**config.mk**
```make
export PLATFORM = sky130hd
export DESIGN_NAME = reg_block_xfer_seq
export DESIGN_NICKNAME = d
export VERILOG_FILES = /design/src/rtl/arm_sim_pkg.sv /design/src/rtl/priority_enc_16x4.sv /design/src/rtl/reg_block_xfer_seq.sv
export SDC_FILE = /design/constraint.sdc
export NUM_CORES = 1
export LEC_CHECK = 0
export CAP_MARGIN = 5
export CORE_ASPECT_RATIO = 1.25
export CORE_MARGIN = 10
export CORE_UTILIZATION = 42
export DETAILED_ROUTE_END_ITERATION = 10
export PLACE_DENSITY = 0.83
export SETUP_SLACK_MARGIN = 0.02
export SYNTH_ARGS = -nofsm -noshare
export SYNTH_HDL_FRONTEND = slang
export SYNTH_SLANG_ARGS = --single-unit
```
**constraint.sdc**
```tcl
create_clock -name CLK -period 2.1 [get_ports CLK]
set_input_delay 0.21 -clock CLK [delete_from_list [all_inputs] [get_ports CLK]]
set_output_delay 0.21 -clock CLK [all_outputs]
set_load 0.05 [all_outputs]
```
**src/rtl/arm_sim_pkg.sv**
```systemverilog
// Shared types and constants for the block-transfer sequencer: state encoding,
// default word stride, register-file read/write codes and a popcount helper.
package arm_sim_pkg;

  localparam int   WORD_BYTES_DEF = 4;
  localparam logic RF_READ        = 1'b1;
  localparam logic RF_WRITE       = 1'b0;

  typedef enum logic [2:0] {
    IDLE   = 3'd0,
    SCAN   = 3'd1,
    ACCESS = 3'd2,
    WBACK  = 3'd3,
    DONE   = 3'd4
  } xfer_state_t;

  function automatic logic [4:0] popcount16(input logic [15:0] v);
    logic [4:0] c;
    c = '0;
    for (int i = 0; i < 16; i++) c = c + {4'b0000, v[i]};
    return c;
  endfunction

endpackage

```
**src/rtl/priority_enc_16x4.sv**
```systemverilog
// Lowest-set-bit priority encoder: returns the index of the lowest set request bit.
module priority_enc_16x4 (
  input  logic [15:0] i_req,
  output logic [3:0]  o_idx,
  output logic        o_valid
);

  // Scan from the top so the lowest set bit is the last (winning) assignment.
  always_comb begin
    o_idx   = '0;
    o_valid = 1'b0;
    for (int i = 15; i >= 0; i--) begin
      if (i_req[i]) begin
        o_idx   = 4'(i);
        o_valid = 1'b1;
      end
    end
  end

endmodule

```
**src/rtl/reg_block_xfer_seq.sv**
```systemverilog
// Block register transfer sequencer (LDM/STM style), one register per memory access.
// Base write-back is built only when REG_BLOCK_XFER_WRITEBACK_EN is defined.
module reg_block_xfer_seq
  import arm_sim_pkg::*;
#(
  parameter int WORD_BYTES = WORD_BYTES_DEF
) (
  input  logic        CLK,
  input  logic        CLR,
  input  logic        start,
  input  logic        load,
  input  logic        up,
  input  logic        pre,
  input  logic        writeBack,
  input  logic [3:0]  baseReg,
  input  logic [15:0] regList,
  input  logic [31:0] baseValue,
  input  logic [31:0] rfData,
  input  logic        memDone,
  input  logic [31:0] memRdData,
  output logic [3:0]  rfAddrB,
  output logic [3:0]  rfWriteAddr,
  output logic [31:0] rfWriteData,
  output logic        rfRW,
  output logic [31:0] memAddr,
  output logic        memRead,
  output logic        memWrite,
  output logic [31:0] memWrData,
  output logic        busy,
  output logic        done,
  output logic [2:0]  dbgState
);

  localparam logic [31:0] L_STRIDE = 32'(WORD_BYTES);

  xfer_state_t r_state;
  logic        r_load;
  logic [15:0] r_list;
  logic [31:0] r_addr;
  logic [3:0]  r_cur;
  logic        r_mem_read;
  logic        r_mem_write;
  logic        r_done;

  logic [4:0]  w_n;
  logic [31:0] w_span;
  logic [31:0] w_start_addr;
  logic [3:0]  w_pe_idx;
  logic        w_pe_valid;
  logic        w_ld_wr;
  logic        w_wb_wr;

  assign w_n    = popcount16(regList);
  assign w_span = 32'(w_n) * L_STRIDE;
  // Lowest register always sits at the lowest address, whatever the direction.
  assign w_start_addr = up ? baseValue + (pre ? L_STRIDE : 32'd0)
                           : baseValue - w_span + (pre ? 32'd0 : L_STRIDE);

`ifdef REG_BLOCK_XFER_WRITEBACK_EN
  logic        r_wb_cond;
  logic [3:0]  r_base_reg;
  logic [31:0] r_wb_val;
  logic        w_wb_cond;
  assign w_wb_cond = writeBack && (w_n != 5'd0) && !(load && regList[baseReg]);
  assign w_wb_wr   = (r_state == WBACK);
`else
  logic w_unused_cfg;
  assign w_unused_cfg = ^{writeBack, baseReg};
  assign w_wb_wr      = 1'b0;
`endif

  priority_enc_16x4 u_pe (
    .i_req   (r_list),
    .o_idx   (w_pe_idx),
    .o_valid (w_pe_valid)
  );

  always_ff @(posedge CLK or negedge CLR) begin
    if (!CLR) begin
      r_state     <= IDLE;
      r_load      <= 1'b0;
      r_list      <= '0;
      r_addr      <= '0;
      r_cur       <= '0;
      r_mem_read  <= 1'b0;
      r_mem_write <= 1'b0;
      r_done      <= 1'b0;
`ifdef REG_BLOCK_XFER_WRITEBACK_EN
      r_wb_cond   <= 1'b0;
      r_base_reg  <= '0;
      r_wb_val    <= '0;
`endif
    end else begin
      r_done <= 1'b0;
      case (r_state)
        IDLE: begin
          if (start) begin
            r_load  <= load;
            r_list  <= regList;
            r_addr  <= w_start_addr;
            r_state <= SCAN;
`ifdef REG_BLOCK_XFER_WRITEBACK_EN
            r_wb_cond  <= w_wb_cond;
            r_base_reg <= baseReg;
            r_wb_val   <= up ? baseValue + w_span : baseValue - w_span;
`endif
          end
        end
        SCAN: begin
          if (w_pe_valid) begin
            r_cur       <= w_pe_idx;
            r_mem_read  <= r_load;
            r_mem_write <= !r_load;
            r_state     <= ACCESS;
`ifdef REG_BLOCK_XFER_WRITEBACK_EN
          end else if (r_wb_cond) begin
            r_state <= WBACK;
`endif
          end else begin
            r_done  <= 1'b1;
            r_state <= DONE;
          end
        end
        ACCESS: begin
          if (memDone) begin
            r_list      <= r_list & ~(16'd1 << r_cur);
            r_addr      <= r_addr + L_STRIDE;
            r_mem_read  <= 1'b0;
            r_mem_write <= 1'b0;
            r_state     <= SCAN;
          end
        end
`ifdef REG_BLOCK_XFER_WRITEBACK_EN
        WBACK: begin
          r_done  <= 1'b1;
          r_state <= DONE;
        end
`endif
        DONE:    r_state <= IDLE;
        default: r_state <= IDLE;
      endcase
    end
  end

  // Register writes last exactly the memDone cycle (load) or the WBACK cycle.
  assign w_ld_wr = (r_state == ACCESS) && r_load && memDone;

  always_comb begin
    rfWriteAddr = '0;
    rfWriteData = '0;
    if (w_ld_wr) begin
      rfWriteAddr = r_cur;
      rfWriteData = memRdData;
`ifdef REG_BLOCK_XFER_WRITEBACK_EN
    end else if (w_wb_wr) begin
      rfWriteAddr = r_base_reg;
      rfWriteData = r_wb_val;
`endif
    end
  end

  assign rfRW      = (w_ld_wr || w_wb_wr) ? RF_WRITE : RF_READ;
  assign rfAddrB   = r_cur;
  assign memAddr   = r_addr;
  assign memRead   = r_mem_read;
  assign memWrite  = r_mem_write;
  assign memWrData = r_mem_write ? rfData : 32'd0;
  assign busy      = (r_state != IDLE);
  assign done      = r_done;
  assign dbgState  = r_state;

endmodule

```
==> results.cfg, run 1 <==
[clock_network]
clock_path_buffers = 2
tritoncts = yes
clk_latency_ns = 0.33
h-tree-depth = 3
clkSlewWorstSetupHoldPaths_ns = 0.06
cts_root_buf = clkbuf_16
cts_num_sinks = 59
cts_buffers = 9

[synthesis]
synth.distinct_cells = 63
synth_area_um2 = 6721
async_flop_share = 1.000
syn_inst = 894
synth-seq-cells = 59
synth_ff_type = dfrtp_1
synth_seq_area_share = 0.2197
synth-edff-count = 0
synth_warnings = 0
synth_fp_nets = 1094
synth_area_per_cell_um2 = 7.518

[worst_setup_path]
reg2regPathDepth = 10
arrival_ns = 5.64
critPathCaptureType = flop
crit_chain = buf_6 -> inv_4 -> fa_2 -> fa_2 -> fa_2 -> fa_1 -> inv_2 -> ha_4 -> fa_2 -> a21o_1 -> nand2_2 -> ha_4 -> ha_4 -> buf_4 -> nand3_1 -> nor3_1 -> nand3_4 -> a211oi_4 -> buf_4 -> nor2_2 -> o21ai_1 -> xnor2_1 -> o221ai_1
crit_required_ns = 2.29
cp_max_fo = 4
cpMaxStageDelayCell = fa_2
crit_type = in2reg
critical-path-top-cell-by-count = fa_2
start_kind = input pin
max_stage_delay_ns = 0.56

[sta]
layout_setup_ws_ns = -3.350
fmax_mhz = 183.5
hold_viol = 0
timing.final.crit_period_ns = 5.450
skew_ns = 0.01072
relSlewSlack = 0.5582
worstMarginPinSlew_ns = 0.6602
rsz0062_at_grt = true
final_max_slew_viol_count = 0
timing.final.crit_share = 2.595
setup_viol = 30

[detailed_routing]
drcViolationCount = 0
routed_via_density = 5.832
first_iter_violations = 1059
wl_per_cell_um = 20.49
via_count = 8981
first_pass_iters = 7
wirelength_mm = 31.56
drtAntennaViolNets = 0

[floorplan]
dieWidth_um = 133.2
start_util = 0.4299
dieArea_um2 = 21500
num_io_pins = 236
rows = 51
core-area_um2 = 15630
die-height_um = 161.4

[global_route]
grt_max_degree = 60
overflow = 0
grt_pass1_wl_mm = 45.86
grt_usage = 0.2571
grt_busiest_layer = met2
grt_use_met1 = 0.2836
use_met3 = 0.04097
first_global_vias = 8787
grt_antenna_before_repair = 0
grt.met2_usage = 0.4823

[cells_and_area]
design_area_um2 = 12210
fin_nets = 1523
area_growth_pct = 81.68
antennaDiodeCount = 0
most-common-layout-cells = buf_4 (239), clkdlybuf4s50_1 (149), nand2_1 (82), nor2_1 (64), dfrtp_1 (59)
drive_gt1_frac = 0.3313
mostFrequentLayoutCell = buf_4

[placement]
numPortBuffers = 230
detailed_place.area_um2 = 11230
post-dp-hpwl_mm = 22.53
place.gp.congestion = 0.9262

[outcome]
status = finished with violations
violations = negative setup slack

[hold_path]
hold_path.class = in2reg
holdPathStages = 3

[power]
power_mw = 16.79
p_leak_nw = 5.672
power_density_nw_per_um2 = 1375
ir_worst_vdd_v = 0.0008049

[run]
max_cap_violations = 0
## per-stage QoR
stage | hold WS [ns] | setup slack, ns | instances | util | setup TNS, ns
floorplan | -0.08559 | -3.196 | 894 | - | -78.12
global placement | 0.2302 | -3.973 | 1494 | 0.7186 | -104.47
detailed placement | 0.2388 | -4.095 | 1494 | 0.7186 | -107.22
CTS | 0.2476 | -3.275 | 1530 | 0.7615 | -84.87
global route | 0.2442 | -3.468 | 1540 | 0.7811 | -92.03
finish | 0.2351 | -3.350 | 1540 | 0.7811 | -88.26
## path summary, 6_finish.rpt
path | to | startpoint | slack, ns
min in group asynchronous | memAddr[26] | CLR | 0.40
max | memAddr[24] | regList[0] | -3.35
max in group asynchronous | r_list[13] | CLR | 1.39
min reg2reg | memWrite | r_load | 0.50
max reg2reg | memAddr[20] | memAddr[3] | -0.11
min | r_list[15] | regList[15] | 0.24
## sequential cells by signal, summed over array words and instances (netlist names)
| name | count |
|---|---|
| done | 1 |
| r_load | 1 |
| dbgState | 3 |
| rfAddrB | 4 |
| memAddr | 32 |
| memRead | 1 |
| memWrite | 1 |
| r_list | 16 |
## where the power goes
| group | total (mW) | internal [mW] | switching (mW) |
|---|---|---|---|
| registers | 2.27 | 1.68 | 0.591 |
| clock network | 1.46 | 0.943 | 0.520 |
| logic | 13.1 | 5.79 | 7.27 |
## worst max-delay path, delay by kind of cell
kind	cells	cell delay [ns]
compound gates	4	0.93
simple gates	5	0.93
buf+inv	5	0.53
fa+ha+maj	8	2.86
xor+xnor	1	0.19
## final cells by class
| type | count | area [um2] |
|---|---|---|
| clock buffers | 11 | 242.7 |
| clock inverters | 5 | 52.55 |
| fillers | 955 | 3422 |
| inverters | 68 | 267.8 |
| multi-input cells | 721 | 5353 |
| flip-flops and latches | 59 | 1476 |
| well taps | 212 | 265.3 |
| repair buffers | 464 | 4554 |
## layer usage
metal | vias to the layer above | routed length [um]
met4 | 0 | 1590
met1 | 4201 | 11510
met5 | - | 0
met3 | 158 | 2350
met2 | 607 | 16100
li1 | 4015 | -
## synth_stat cells, types with 4 or more instances
cell      count  area (um2)
o21ai_1      14       70.07
nor3_1       24       120.1
o21bai_1      6       45.04
and3_1       49       306.5
o22ai_1       7       43.79
inv_1        67       251.5
o22a_1        4       35.03
a21o_1       26       195.2
o211ai_1     10       75.07
ha_1         65       813.3
dfrtp_1      59        1476
a31oi_1      12       75.07
o21a_1        6       45.04
nor4_1        8       50.05
and2_1       38       237.7
a211oi_1      4       30.03
o31ai_1       5       37.54
a21oi_1      68       340.3
clkbuf_1     44       165.2
nand2_1      85       319.1
nand3_1      22       110.1
nor2_1       68       255.2
xnor2_1      41       359.1
nand4_1      18       112.6
fa_1         11       220.2
xor2_1        9       78.83
nand2b_1      4       25.02
o21ai_0      66       330.3
## what timing repair did
action                                  4_1_cts  5_1_grt
hold buffers                                  1        0
pin swaps                                    74       71
endpoints found under the setup margin       58       66
setup buffers                                23       13
gates resized for setup                      93       54
endpoints found under the hold margin        59        0
## cells by family (layout without fill, tap and decap cells)
family / Yosys count / count (layout) / share of synthesized area
buffers and inverters: 114 / 548 / 0.06404
DFF: 59 / 59 / 0.2197
xor gates and xnor gates: 50 / 50 / 0.06515
AOI/OAI and AO/OA: 256 / 256 / 0.2401
adders and majority gates: 76 / 76 / 0.1538
muxes: 4 / 4 / 0.006143
and+or+nand+nor: 335 / 335 / 0.2511
Note: power is estimated with default switching activity, not from simulation.
==> run 2, diff against run 1 <==
Settings changed: HOLD_SLACK_MARGIN set to 0.02.
==> results of run 2 <==
No change in the layout: final DEF, timing and power equal those of run 1.
==> run 3, diff against run 2 <==
Settings changed: MAX_ROUTING_LAYER set to met4.
==> results.cfg, run 3 (synthesis gave the netlist of run 1 again) <==
[outcome]
status = finished with violations
violations = negative setup slack

[floorplan]
num_io_pins = 236
die-height_um = 161.4
rows = 51
start_util = 0.4299
dieWidth_um = 133.2
core-area_um2 = 15630
dieArea_um2 = 21500

[cells_and_area]
most-common-layout-cells = buf_4 (232), clkdlybuf4s50_1 (149), nand2_1 (81), nor2_1 (63), dfrtp_1 (59)
drive_gt1_frac = 0.3364
utilization = 0.7855
largest_register_ffs = 32
area_growth_pct = 82.71
fin_nets = 1518
mostFrequentLayoutCell = buf_4
antennaDiodeCount = 0

[detailed_routing]
drcViolationCount = 0
first_pass_iters = 10
drtAntennaViolNets = 0
via_count = 9239
wl_per_cell_um = 21.19
wirelength_mm = 32.52
routed_via_density = 6.019
first_iter_violations = 1224

[clock_network]
cts_num_sinks = 59
cts_buffers = 9
h-tree-depth = 3
tritoncts = yes
clkSlewWorstSetupHoldPaths_ns = 0.05
cts_root_buf = clkbuf_16
clk_latency_ns = 0.33
clock_path_buffers = 2

[global_route]
first_global_vias = 8785
grt_max_degree = 60
grt_usage = 0.2592
overflow = 0
grt_pass1_wl_mm = 44.91
grt_antenna_before_repair = 0

[worst_setup_path]
reg2regPathDepth = 9
r2r-end = memAddr[27]
startpoint = regList[11]
start_kind = input pin
crit_type = in2reg
crit_chain = clkbuf_2 -> inv_2 -> fa_1 -> fa_1 -> fa_2 -> fa_1 -> inv_2 -> ha_4 -> fa_2 -> a21o_1 -> nand2_2 -> ha_4 -> ha_4 -> a21oi_4 -> o21ai_2 -> o21ai_2 -> a31oi_2 -> a211o_2 -> a31o_4 -> a31oi_4 -> mux2_4 -> a211oi_2
max_stage_delay_ns = 0.55
cp_max_fo = 2
cpMaxStageDelayCell = fa_1
r2r_start = memAddr[4]
r2r_slack_ns = -0.27
path_buf_inv = 3
arrival_ns = 5.73
critPathCaptureType = flop
critPathTopFamily = adder cells
crit_required_ns = 2.35

[sta]
timing.final.crit_period_ns = 5.486
rsz0062_at_grt = true
layout_setup_ws_ns = -3.386
relSlewSlack = 0.6038
worstMarginPinSlew_ns = 0.5924
timing.final.crit_share = 2.612
skew_ns = 0.01020
fmax_mhz = 182.3
setup_viol = 30
hold_viol = 0
final_max_slew_viol_count = 0

[run]
max_cap_violations = 0

[power]
ir_worst_vdd_v = 0.0008368
power_mw = 17.13
power_density_nw_per_um2 = 1395
p_leak_nw = 5.684

[hold_path]
worstHoldStart = regList[3]
min_to = r_list[3]
hold_path.class = in2reg
holdPathStages = 4

[placement]
place.gp.congestion = 0.9140
pre_cts_slack_ns = -4.101
post-dp-hpwl_mm = 22.25
numPortBuffers = 230
-- run 3: what timing repair did --
action | 4_1_cts | 5_1_grt
endpoints found under the setup margin | 61 | 67
gates cloned | 0 | 0
endpoints found under the hold margin | 59 | 0
setup buffers | 21 | 16
resized for setup | 88 | 75
hold buffers | 1 | 0
pin swaps | 62 | 96
-- run 3: worst max-delay path by stage --
stage | cells past startpoint | endpoint | slack (ns)
floorplan | 21 | memAddr[27] | -3.20
global placement | 21 | memAddr[27] | -3.98
detailed placement | 22 | memAddr[27] | -4.10
CTS | 21 | memAddr[27] | -3.31
global route | 23 | memAddr[30] | -3.52
finish | 22 | memAddr[27] | -3.39
-- run 3: report_power, final --
part	total (mW)	leakage (nW)	switching [mW]	internal [mW]
logic	13.2	4.81	7.44	5.71
registers	2.31	0.710	0.634	1.68
clock network	1.66	0.166	0.524	1.14
-- run 3: through the flow --
stage | hold WS [ns] | area [um2] | TNS (ns) | std cells
after floorplan | -0.08559 | 6888 | -78.12 | 894
after global placement | 0.2341 | 11220 | -104.56 | 1492
after detailed placement | 0.2380 | 11220 | -107.58 | 1492
after CTS | 0.2152 | 11870 | -83.41 | 1525
after global routing | 0.2451 | 12280 | -90.44 | 1535
final | 0.2237 | 12280 | -87.94 | 1535
-- run 3: final cells by class --
class | instances | area [um2]
clock buffer | 13 | 270.3
clock inverter | 3 | 68.82
fill | 929 | 3353
inverter | 68 | 267.8
multi-input combinational | 721 | 5423
sequential | 59 | 1476
tap | 212 | 265.3
timing repair buffer | 459 | 4509
-- run 3: routing by layer --
| layer | global-route usage | vias to the layer above | share of wire |
|---|---|---|---|
| met5 | - | - | 0 |
| met4 | 0.1130 | 0 | 0.071 |
| met3 | 0.04842 | 249 | 0.089 |
| met2 | 0.4603 | 768 | 0.49 |
| met1 | 0.2754 | 4220 | 0.35 |
| li1 | - | 4002 | - |
-- run 3: worst reg2reg max path, cell delays in order (launching register included) --
cell,delay (ns)
dfrtp_1,0.43
nand4_1,0.16
or2_1,0.31
nor4_1,0.26
buf_4,0.21
and3_1,0.27
nand4_1,0.11
a21oi_1,0.20
o211ai_1,0.16
a211oi_2,0.18
